==> config.mk <==
export PLATFORM = sky130hd
export DESIGN_NAME = pid_multi_flat
export DESIGN_NICKNAME = d
export VERILOG_FILES = /design/src/rtl/pid_multi_if.sv /design/src/rtl/pid_multi.sv /design/src/flat_wrapper.sv
export SDC_FILE = /design/constraint.sdc
export NUM_CORES = 2
export LEC_CHECK = 0
export ABC_AREA = 1
export BUFFER_PORTS_ARGS = -buffer_cell sky130_fd_sc_hd__buf_2
export CAP_MARGIN = 5
export CORE_UTILIZATION = 30
export DETAILED_ROUTE_END_ITERATION = 10
export GPL_TIMING_DRIVEN = 0
export PLACE_DENSITY = 0.49
export SLEW_MARGIN = 20
export SYNTH_ARGS = -nofsm -noshare
export SYNTH_HDL_FRONTEND = slang
export SYNTH_SLANG_ARGS = --single-unit
==> constraint.sdc <==
create_clock -name clk -period 8.3 [get_ports clk]
set_input_delay 2.075 -clock clk [delete_from_list [all_inputs] [get_ports clk]]
set_output_delay 2.075 -clock clk [all_outputs]
set_load 0.1 [all_outputs]
==> src/rtl/pid_multi_if.sv <==
// Sample/result bus of the multiplexed PID: sample strobe, errors, gains and enables in,
// saturated outputs and sequence status out.
interface pid_multi_if #(
    parameter int NCH = 4,
    parameter int EW  = 32,
    parameter int KW  = 8,
    parameter int UW  = 32
);
    // Handshake: sample_valid is a one-cycle strobe taken only while busy is low; a strobe
    // seen while busy is dropped and answered with a one-cycle overrun pulse. u_valid pulses
    // once per accepted sample, on the edge the last channel is written back.
    logic                  sample_valid;
    logic [NCH*EW-1:0]     e_in;
    logic [NCH*KW-1:0]     k1;
    logic [NCH*KW-1:0]     k2;
    logic [NCH*KW-1:0]     k3;
    logic [NCH-1:0]        ch_en;
    logic [NCH*UW-1:0]     u_out;
    logic                  u_valid;
    logic                  busy;
    logic                  overrun;
    logic [NCH-1:0]        sat;

    modport master (
        output sample_valid, e_in, k1, k2, k3, ch_en,
        input  u_out, u_valid, busy, overrun, sat
    );

    modport slave (
        input  sample_valid, e_in, k1, k2, k3, ch_en,
        output u_out, u_valid, busy, overrun, sat
    );
endinterface

==> src/rtl/pid_multi.sv <==
// Time-multiplexed incremental PID for NCH channels sharing one two-stage MAC pipeline,
// with output clamping, clamped-state anti-windup, per-channel enable and overrun detection.
module pid_multi #(
    parameter int NCH   = 4,
    parameter int EW    = 32,
    parameter int KW    = 8,
    parameter int UW    = 32,
    parameter int SHIFT = 0
) (
    input  logic        clk,
    input  logic        reset_n,
    input  logic        clear,
    pid_multi_if.slave  bus,
    output logic [1:0]  state_dbg
);
    localparam int PW = EW + KW + 1;
    localparam int AW = ((UW > PW) ? UW : PW) + 3;
    localparam int IW = (NCH > 1) ? $clog2(NCH) : 1;
    localparam logic [IW-1:0] LAST = IW'(NCH - 1);
    localparam logic signed [AW-1:0] U_MAX = {{(AW-UW+1){1'b0}}, {(UW-1){1'b1}}};
    localparam logic signed [AW-1:0] U_MIN = {{(AW-UW+1){1'b1}}, {(UW-1){1'b0}}};

    typedef enum logic [1:0] {S_IDLE = 2'd0, S_RUN = 2'd1, S_FLUSH = 2'd2} state_t;

    state_t                 state_q, state_d;
    logic [IW-1:0]          ch_idx_q, ch_idx_d;
    logic signed [EW-1:0]   ebuf_q [NCH];
    logic signed [EW-1:0]   ebuf_d [NCH];
    logic signed [EW-1:0]   e1_q   [NCH];
    logic signed [EW-1:0]   e1_d   [NCH];
    logic signed [EW-1:0]   e2_q   [NCH];
    logic signed [EW-1:0]   e2_d   [NCH];
    logic signed [UW-1:0]   u_q    [NCH];
    logic signed [UW-1:0]   u_d    [NCH];
    logic [NCH-1:0]         sat_q, sat_d;
    logic signed [PW-1:0]   p1_q, p1_d, p2_q, p2_d, p3_q, p3_d;
    logic                   s1_vld_q, s1_vld_d;
    logic [IW-1:0]          s1_idx_q, s1_idx_d;
    logic                   u_valid_q, u_valid_d;
    logic                   overrun_q, overrun_d;

    logic                   capture, issue;
    logic [KW-1:0]          g1, g2, g3;
    logic signed [EW-1:0]   e_cur, e_h1, e_h2;
    logic signed [AW-1:0]   sum, inc, acc, clamped;
    logic                   sat_hi, sat_lo;
    logic signed [UW-1:0]   u_res;

    // FSM state register
    always_ff @(posedge clk or negedge reset_n) begin
        if (!reset_n) state_q <= S_IDLE;
        else          state_q <= state_d;
    end

    // FSM next state
    always_comb begin
        state_d = state_q;
        if (clear) begin
            state_d = S_IDLE;
        end else begin
            case (state_q)
                S_IDLE:  if (bus.sample_valid) state_d = S_RUN;
                S_RUN:   if (ch_idx_q == LAST) state_d = S_FLUSH;
                S_FLUSH: state_d = S_IDLE;
                default: state_d = S_IDLE;
            endcase
        end
    end

    // FSM outputs
    always_comb begin
        capture   = 1'b0;
        issue     = 1'b0;
        u_valid_d = 1'b0;
        overrun_d = 1'b0;
        if (!clear) begin
            case (state_q)
                S_IDLE:  capture = bus.sample_valid;
                S_RUN: begin
                    issue     = 1'b1;
                    overrun_d = bus.sample_valid;
                end
                S_FLUSH: begin
                    u_valid_d = 1'b1;
                    overrun_d = bus.sample_valid;
                end
                default: ;
            endcase
        end
    end

    // Stage 1: products for the channel being issued; gains are taken live here.
    always_comb begin
        g1    = bus.k1[int'(ch_idx_q)*KW +: KW];
        g2    = bus.k2[int'(ch_idx_q)*KW +: KW];
        g3    = bus.k3[int'(ch_idx_q)*KW +: KW];
        e_cur = ebuf_q[ch_idx_q];
        e_h1  = e1_q[ch_idx_q];
        e_h2  = e2_q[ch_idx_q];
        p1_d  = p1_q;
        p2_d  = p2_q;
        p3_d  = p3_q;
        if (issue) begin
            p1_d = PW'(e_cur) * PW'($signed({1'b0, g1}));
            p2_d = PW'(e_h1)  * PW'($signed({1'b0, g2}));
            p3_d = PW'(e_h2)  * PW'($signed({1'b0, g3}));
        end
        s1_vld_d = issue && !clear;
        s1_idx_d = issue ? ch_idx_q : s1_idx_q;
        ch_idx_d = ch_idx_q;
        if (clear || capture) ch_idx_d = '0;
        else if (issue)       ch_idx_d = ch_idx_q + IW'(1);
    end

    // Stage 2: increment, saturate; the clamped value becomes the new state.
    always_comb begin
        sum     = AW'(p1_q) - AW'(p2_q) + AW'(p3_q);
        inc     = sum >>> SHIFT;
        acc     = AW'(u_q[s1_idx_q]) + inc;
        sat_hi  = acc > U_MAX;
        sat_lo  = acc < U_MIN;
        clamped = sat_hi ? U_MAX : (sat_lo ? U_MIN : acc);
        u_res   = UW'(clamped);
    end

    always_comb begin
        for (int i = 0; i < NCH; i++) begin
            ebuf_d[i] = ebuf_q[i];
            e1_d[i]   = e1_q[i];
            e2_d[i]   = e2_q[i];
            u_d[i]    = u_q[i];
        end
        sat_d = sat_q;
        if (clear) begin
            for (int i = 0; i < NCH; i++) begin
                ebuf_d[i] = '0;
                e1_d[i]   = '0;
                e2_d[i]   = '0;
                u_d[i]    = '0;
            end
            sat_d = '0;
        end else begin
            if (capture) begin
                for (int i = 0; i < NCH; i++) ebuf_d[i] = bus.e_in[i*EW +: EW];
            end
            if (s1_vld_q) begin
                if (bus.ch_en[s1_idx_q]) begin
                    u_d[s1_idx_q]   = u_res;
                    sat_d[s1_idx_q] = sat_hi | sat_lo;
                    e2_d[s1_idx_q]  = e1_q[s1_idx_q];
                    e1_d[s1_idx_q]  = ebuf_q[s1_idx_q];
                end else begin
                    u_d[s1_idx_q]   = '0;
                    sat_d[s1_idx_q] = 1'b0;
                    e2_d[s1_idx_q]  = '0;
                    e1_d[s1_idx_q]  = '0;
                end
            end
        end
    end

    always_ff @(posedge clk or negedge reset_n) begin
        if (!reset_n) begin
            for (int i = 0; i < NCH; i++) begin
                ebuf_q[i] <= '0;
                e1_q[i]   <= '0;
                e2_q[i]   <= '0;
                u_q[i]    <= '0;
            end
            sat_q     <= '0;
            ch_idx_q  <= '0;
            p1_q      <= '0;
            p2_q      <= '0;
            p3_q      <= '0;
            s1_vld_q  <= 1'b0;
            s1_idx_q  <= '0;
            u_valid_q <= 1'b0;
            overrun_q <= 1'b0;
        end else begin
            for (int i = 0; i < NCH; i++) begin
                ebuf_q[i] <= ebuf_d[i];
                e1_q[i]   <= e1_d[i];
                e2_q[i]   <= e2_d[i];
                u_q[i]    <= u_d[i];
            end
            sat_q     <= sat_d;
            ch_idx_q  <= ch_idx_d;
            p1_q      <= p1_d;
            p2_q      <= p2_d;
            p3_q      <= p3_d;
            s1_vld_q  <= s1_vld_d;
            s1_idx_q  <= s1_idx_d;
            u_valid_q <= u_valid_d;
            overrun_q <= overrun_d;
        end
    end

    always_comb begin
        for (int i = 0; i < NCH; i++) bus.u_out[i*UW +: UW] = u_q[i];
    end

    assign bus.u_valid = u_valid_q;
    assign bus.busy    = (state_q != S_IDLE);
    assign bus.overrun = overrun_q;
    assign bus.sat     = sat_q;
    assign state_dbg   = state_q;
endmodule

==> src/flat_wrapper.sv <==
// flat-port wrapper written by rule: the top's interface ports become plain ports
module pid_multi_flat 
#(
    parameter int NCH   = 4,
    parameter int EW    = 32,
    parameter int KW    = 8,
    parameter int UW    = 32,
    parameter int SHIFT = 0
)
  (clk, reset_n, clear, state_dbg, bus_sample_valid, bus_e_in, bus_k1, bus_k2, bus_k3, bus_ch_en, bus_u_out, bus_u_valid, bus_busy, bus_overrun, bus_sat);
  pid_multi_if #(.NCH(NCH), .EW(EW), .KW(KW), .UW(UW)) bus_i ();
  input  logic clk;
  input  logic reset_n;
  input  logic clear;
  output logic [1:0] state_dbg;
  input wire logic [$bits(bus_i.sample_valid)-1:0] bus_sample_valid;
  input wire logic [$bits(bus_i.e_in)-1:0] bus_e_in;
  input wire logic [$bits(bus_i.k1)-1:0] bus_k1;
  input wire logic [$bits(bus_i.k2)-1:0] bus_k2;
  input wire logic [$bits(bus_i.k3)-1:0] bus_k3;
  input wire logic [$bits(bus_i.ch_en)-1:0] bus_ch_en;
  output wire logic [$bits(bus_i.u_out)-1:0] bus_u_out;
  output wire logic [$bits(bus_i.u_valid)-1:0] bus_u_valid;
  output wire logic [$bits(bus_i.busy)-1:0] bus_busy;
  output wire logic [$bits(bus_i.overrun)-1:0] bus_overrun;
  output wire logic [$bits(bus_i.sat)-1:0] bus_sat;
  assign bus_i.sample_valid = bus_sample_valid;
  assign bus_i.e_in = bus_e_in;
  assign bus_i.k1 = bus_k1;
  assign bus_i.k2 = bus_k2;
  assign bus_i.k3 = bus_k3;
  assign bus_i.ch_en = bus_ch_en;
  assign bus_u_out = bus_i.u_out;
  assign bus_u_valid = bus_i.u_valid;
  assign bus_busy = bus_i.busy;
  assign bus_overrun = bus_i.overrun;
  assign bus_sat = bus_i.sat;
  pid_multi #(.NCH(NCH), .EW(EW), .KW(KW), .UW(UW), .SHIFT(SHIFT)) u_core (.clk(clk), .reset_n(reset_n), .clear(clear), .bus(bus_i), .state_dbg(state_dbg));
endmodule
After elaboration in Yosys (flattened, before gate mapping):

Cells that the tools add are included.

* multiplexer cells: 58
* reductions and logical operators: 12
* multiply operators: 3
* add/subtract/negate cells: 4
* shifts and indexed selects: 3
* bitwise operators: 9
* equal/unequal tests: 5
* magnitude comparators: 7

Operator list (number)
* 2-to-1 mux 128 bit: 11
* 2-to-1 mux 32 bit: 15
* bitwise AND 128 bit: 3
* binary-select mux 32 bit (select 2 bit): 6
* bitwise mux 128 bit: 3
* NOT 128 bit: 1
* multiplier 32 x 9 -> 41 bit: 3
* variable part select 32 x 6 -> 8 bit: 3
* demux 32 bit (select 2 bit): 1
* adder 32 x 44 -> 44 bit: 1
* > comparator 44 x 32 -> 1 bit, second input constant: 1
* < comparator 44 x 32 -> 1 bit, second input constant: 1
* adder 42 x 41 -> 43 bit: 1
* subtractor 41 x 41 -> 42 bit: 1
* 2-to-1 mux 4 bit: 3
* 2-to-1 mux 1 bit: 10
* 2-to-1 mux 2 bit: 5
* nonzero test 2 bit: 4
* greater-or-equal comparator 3 bit, second input constant: 2
* NOT 2 -> 3 bit: 2
* bitwise AND 4 bit: 1
* bitwise mux 4 bit: 1
* == test 2 bit, second input constant: 2
* NOT 4 bit: 1
* 17 further kinds: 19

* register bits after elaboration: 648
* logic and storage cells: 127
* input port bits: 232

Logic depth before layout (Yosys ltp):

* word-level depth: 12
* mapped depth: 39
* gate-level depth less buffers: 38

Least setup slack after synthesis:

OpenSTA, ideal clock, no wires.

* path kind: input port to flip-flop
* from: input bus_k3[8]
* to: register u_core.p3_q[31]
* arrival: 7.014 ns
* cell stages on the path: 22
* required time: 8.170 ns
* slack: 1.157 ns
* cells stage by stage: nand2_1 > a32oi_1 > clkbuf_1 > nand2_1 > fa_1 > inv_1 > fa_1 > inv_1 > fa_1 > inv_1 > fa_1 > ha_1 > a21oi_1 > inv_1 > a31oi_1 > a21boi_0 > o21ai_0 > a21boi_2 > o21ai_0 > or2_2 > nand3_1 > o21ai_0

* word-level cells in the longest chain between the ends: 2

Ends and longest elaborated chain
* from (decl): line flat_wrapper.sv:20 `input wire logic [$bits(bus_i.k3)-1:0] bus_k3;`
* variable part select 32 x 6 -> 8 bit: line pid_multi.sv:96 `g3 = bus.k3[int'(ch_idx_q)*KW +: KW];`
* multiplier 32 x 9 -> 41 bit: line pid_multi.sv:106 `p3_d = PW'(e_h2) * PW'($signed({1'b0, g3}));`
* to (signal assigned): line pid_multi.sv:190 `p3_q <= p3_d;`
* to (decl): line pid_multi.sv:36 `logic signed [PW-1:0] p1_q, p1_d, p2_q, p2_d, p3_q, p3_d;`

No other way between the ends.
A chain may end at the register's enable or synchronous reset.

Final worst setup path:

* from: register u_core.ch_idx_q[1]
* to: register u_core.p3_q[40]

* word-level cells in the longest chain between the ends: 5

Ends and longest elaborated chain
* from (decl): line pid_multi.sv:26 `logic [IW-1:0] ch_idx_q, ch_idx_d;`
* from (signal assigned): line pid_multi.sv:187 `ch_idx_q <= ch_idx_d;`
* branches (longest 4 deep; another with variable part select 32 x 6 -> 8 bit)
* multiplier 32 x 9 -> 41 bit (*): line pid_multi.sv:106

Every way passes the cells marked *. The select of a mux whose other input is x is not followed.

==> results.py <==
metrics = {
    "setup_path": {
        "ff2ff_setup_slack_ns": 0.15,
        "critical_path.endpoint_type": "register",
        "critical_path_buf_inv_count": 7,
        "critical_path.startpoint_type": "register",
        "crit-reg2reg-launch": "u_core.ch_idx_q[1]$_DFFE_PN0P_",
        "maximum_fanout_along_the_worst_path": 10,
        "path_class": "register to register",
        "regToRegEndpoint": "u_core.p3_q[40]$_DFFE_PN0P_",
        "critPathRequiredTime_ns": 8.94,
        "critPathTopFamily": "adder cells",
        "critical-path-max-stage-delay_ns": 1.00,
        "worstRegToRegCells": 25,
        "cp_data_arrival_time_ns": 8.80,
        "cell_occurring_most_often_along_the_worst_timing_path": "sky130_fd_sc_hd__fa_1",
        "critical-path-slowest-cell": "sky130_fd_sc_hd__a32oi_1",
    },
    "sta": {
        "fin_worst_skew_ns": 0.116,
        "layout_min_cycle_time_ns": 8.15,
        "max_slew_margin_pct": 16.3,
        "grt_setup_unrepaired": "no",
        "setup_viol": 0,
        "timing_worst_slew_pin_value_ns": 1.25,
        "final_hold_slack_ns": 0.484,
        "final.period_utilization_pct": 98.2,
        "count_of_final_max_slew_check_failures": 0,
        "final_hold_viol_count": 0,
        "max_clock_freq_mhz": 123,
    },
    "global_route": {
        "grt_antenna_before_repair": 16,
        "grt_pass1_vias": 64100,
        "global_route_wire_length_before_repair_um": 440000,
        "grt_usage_pct": 27.1,
        "globalRoute.totalOverflow": 0,
        "grt_start_max_net_pins": 88,
    },
    "cts": {
        "cts_tree": "yes",
        "ctsHoldBuffers": 0,
        "h_tree_depth": 3,
        "cts_buffers": 81,
        "max-clock-path-buffers": 3,
        "cts_post_setup_buffers_inserted": 0,
        "worst_skew_pair.late_latency_ns": 0.76,
        "clk_pin_slew_ns": 0.06,
        "cts.sinks": 648,
        "ctsRootBufferMaster": "sky130_fd_sc_hd__clkbuf_16",
    },
    "logic_synthesis": {
        "synth-warning-count": 0,
        "synth.yosys.seq_area_share_pct": 24.6,
        "syn-num-nets": 10100,
        "async_flop_share_pct": 100,
        "synth.lib_cells_used.distinct": 60,
        "synth.ff_latch_count": 648,
        "area_of_the_mapped_netlist_um2": 65900,
        "synthFlopType": "sky130_fd_sc_hd__dfrtp_1",
        "syn_area_per_cell_um2": 7.38,
        "synth_edf_count": 0,
        "netlist_instances": 8937,
    },
    "detailed_routing": {
        "dr.pass1.iters": 8,
        "top_layer": "met5",
        "route.met3.wl_um": 26100,
        "routedLengthMet1_um": 128000,
        "met2WireLength_um": 133000,
        "drc": 0,
        "initialDrtViolationCount": 6374,
        "dr_total_vias": 64400,
        "viasPerCell": 5.21,
        "detail_route.wirelength_um": 306000,
        "drt-wirelength-per-cell_um": 24.8,
        "antenna_violating_nets_post_route": 0,
    },
    "floorplan": {
        "die_area_um2": 222000,
        "die-height_um": 471,
        "io-pin-count": 369,
        "initial_util_pct": 30.3,
        "placementRows": 171,
        "die_width_um": 471,
        "fp.coreArea_um2": 218000,
    },
    "finish": {
        "area_occupied_by_multi_input_gates_um2": 42500,
        "finished_layout_cell_area_um2": 75300,
        "final-seq-area_um2": 16200,
        "layout.filler_cells": 23500,
        "proportion_of_layout_cells_with_a_drive_suffix_above_1_pct": 8.56,
        "synthToLayoutAreaGrowth_pct": 14.3,
        "design.final.nets": 10600,
    },
    "hold_path": {
        "min_path_cells": 2,
        "sink_of_the_worst_hold_path": "u_core.p3_q[28]$_DFFE_PN0P_",
        "hold_path.class": "register to register",
        "min-delay-start": "u_core.p3_q[28]$_DFFE_PN0P_",
    },
    "flow_run": {
        "max_cap_violations": 0,
    },
    "place": {
        "port_buffers": 366,
        "placed_cell_area_um2": 72100,
        "place.detailed.hpwl_um": 253000,
        "gp_congestion": 1.01,
    },
    "run_status": {
        "status": "finished clean",
    },
}
## routing by layer
metal	GRT usage (%)	vias up
met5	0	-
met4	14.4	12
met3	5.56	601
met2	42.0	3084
met1	35.5	31500
li1	-	29100
## what timing repair did
action,CTS,global route
hold endpoints to repair,0,0
setup endpoints to repair,62,29
gates resized for setup,37,69
## cells by family (layout without fill, tap and decap cells)
| family | after synthesis | count (layout) | share of synthesized area [%] |
|---|---|---|---|
| AO/OA/AOI/OAI | 1489 | 1489 | 13.3 |
| XOR/XNOR | 158 | 158 | 2.10 |
| adder cells (fa/ha/maj) | 973 | 973 | 25.7 |
| buffers and inverters | 2007 | 2566 | 11.6 |
| flip-flops | 648 | 648 | 24.6 |
| multiplexers | 1 | 1 | 0.0152 |
| other | 0 | 4 | 0 |
| AND/OR/NAND/NOR | 3661 | 3661 | 22.6 |
## tightest hold or removal path: stages, from the launching register on
cell                      delay (ns)
sky130_fd_sc_hd__dfrtp_1        0.34
sky130_fd_sc_hd__nand2_1        0.05
sky130_fd_sc_hd__o21ai_0        0.06
## registers in the layout, summed over array words and instances (netlist names)
register and flops:
u_core.bus.overrun 1, u_core.bus.sat 4, u_core.bus.u_out 128, u_core.bus.u_valid 1
u_core.ch_idx_q 2, u_core.e1_q 128, u_core.e2_q 128, u_core.ebuf_q 128
u_core.p1_q 41, u_core.p2_q 41, u_core.p3_q 41, u_core.s1_idx_q 2
u_core.s1_vld_q 1, u_core.state_dbg 2
## worst max path at each step
stage          slack, ns                      startpoint  cells past startpoint                             to
2_1_floorplan       1.16                       bus_k3[8]                     22    u_core.p3_q[31]$_DFFE_PN0P_
4_1_cts            0.006  u_core.ch_idx_q[0]$_DFFE_PN0P_                     26    u_core.p2_q[35]$_DFFE_PN0P_
3_5_place_dp       -1.10  u_core.ch_idx_q[0]$_DFFE_PN0P_                     27    u_core.p2_q[36]$_DFFE_PN0P_
6_report            0.15  u_core.ch_idx_q[1]$_DFFE_PN0P_                     25    u_core.p3_q[40]$_DFFE_PN0P_
5_1_grt            0.004  u_core.ch_idx_q[1]$_DFFE_PN0P_                     30    u_core.p3_q[36]$_DFFE_PN0P_
3_3_place_gp      -10.14                         reset_n                      1  u_core.ebuf_q[47]$_DFFE_PN0P_
## per-stage QoR
step,TNS (ns),worst slack (ns),utilization (%),std cells
5_1_grt,0,0.00444,34.6,12400
2_1_floorplan,0,1.16,-,8937
3_3_place_gp,-6480.13,-10.14,32.7,12200
3_5_place_dp,-26.02,-1.10,33.1,12200
4_1_cts,0,0.00627,34.5,12400
6_report,0,0.146,34.6,12400
## cells in the mapped netlist (all sizes together) (2+ instances only)
cell type  number  area [um^2]
o31ai          39          293
o41ai          23          201
o21ai         472         2400
nor3           16         80.1
o32ai           5         43.8
o21bai         20          150
a21oi         507         2540
nand3b          9         67.6
nand2        1996         7800
a221oi          2         17.5
nor2         1096         4150
a32oi         110          963
a22oi           3         22.5
xor2           85          744
or2            18          113
clkinv          4         15.0
a211oi         29          218
fa            636        12700
xnor2          73          639
nand4          15         93.8
clkbuf        347         1300
dfrtp         648        16200
a22o            2         17.5
o21a           18          135
buf            92          485
o221ai         45          394
ha            337         4220
a21boi         10         82.6
o211ai          3         22.5
nor4            6         37.5
inv          1564         5870
a31oi          40          250
a21o           14          105
nand3         503         2550
o22ai         142          888
## layout make-up
type | count | area share [%]
flip-flops and latches | 648 | 21.5
clock inverters | 34 | 0.644
inverters | 1568 | 7.82
clock buffers | 115 | 3.13
well taps | 2854 | 4.74
diodes | 4 | 0.0133
multi-input cells | 6282 | 56.4
plain buffers | 438 | 2.48
repair buffers | 411 | 3.24
## cell usage in the layout, fill, tap and decap left out, types with 16 or more instances in the layout
cell,count
sky130_fd_sc_hd__a21oi_1,507
sky130_fd_sc_hd__xnor2_1,72
sky130_fd_sc_hd__fa_1,636
sky130_fd_sc_hd__nand2_4,31
sky130_fd_sc_hd__o221ai_1,45
sky130_fd_sc_hd__buf_4,17
sky130_fd_sc_hd__buf_6,22
sky130_fd_sc_hd__a211oi_1,29
sky130_fd_sc_hd__o21a_1,18
sky130_fd_sc_hd__a32oi_2,51
sky130_fd_sc_hd__buf_1,34
sky130_fd_sc_hd__o22ai_1,140
sky130_fd_sc_hd__o31ai_1,39
sky130_fd_sc_hd__a31oi_1,40
sky130_fd_sc_hd__nand2_2,30
sky130_fd_sc_hd__inv_1,1556
sky130_fd_sc_hd__o41ai_1,23
sky130_fd_sc_hd__buf_2,407
sky130_fd_sc_hd__dfrtp_1,647
sky130_fd_sc_hd__clkbuf_8,20
sky130_fd_sc_hd__nand3_1,497
sky130_fd_sc_hd__clkbuf_2,40
sky130_fd_sc_hd__clkbuf_1,320
sky130_fd_sc_hd__o21bai_1,20
sky130_fd_sc_hd__o21ai_0,437
sky130_fd_sc_hd__a32oi_1,56
sky130_fd_sc_hd__xor2_1,85
sky130_fd_sc_hd__nor2_1,1086
sky130_fd_sc_hd__ha_1,337
sky130_fd_sc_hd__nor3_1,16
sky130_fd_sc_hd__o21ai_1,28
sky130_fd_sc_hd__nand2_1,1935
sky130_fd_sc_hd__clkbuf_16,81
Power is not shown: default switching activity piles up to over one toggle a cycle in this logic, so the estimate is an artifact.
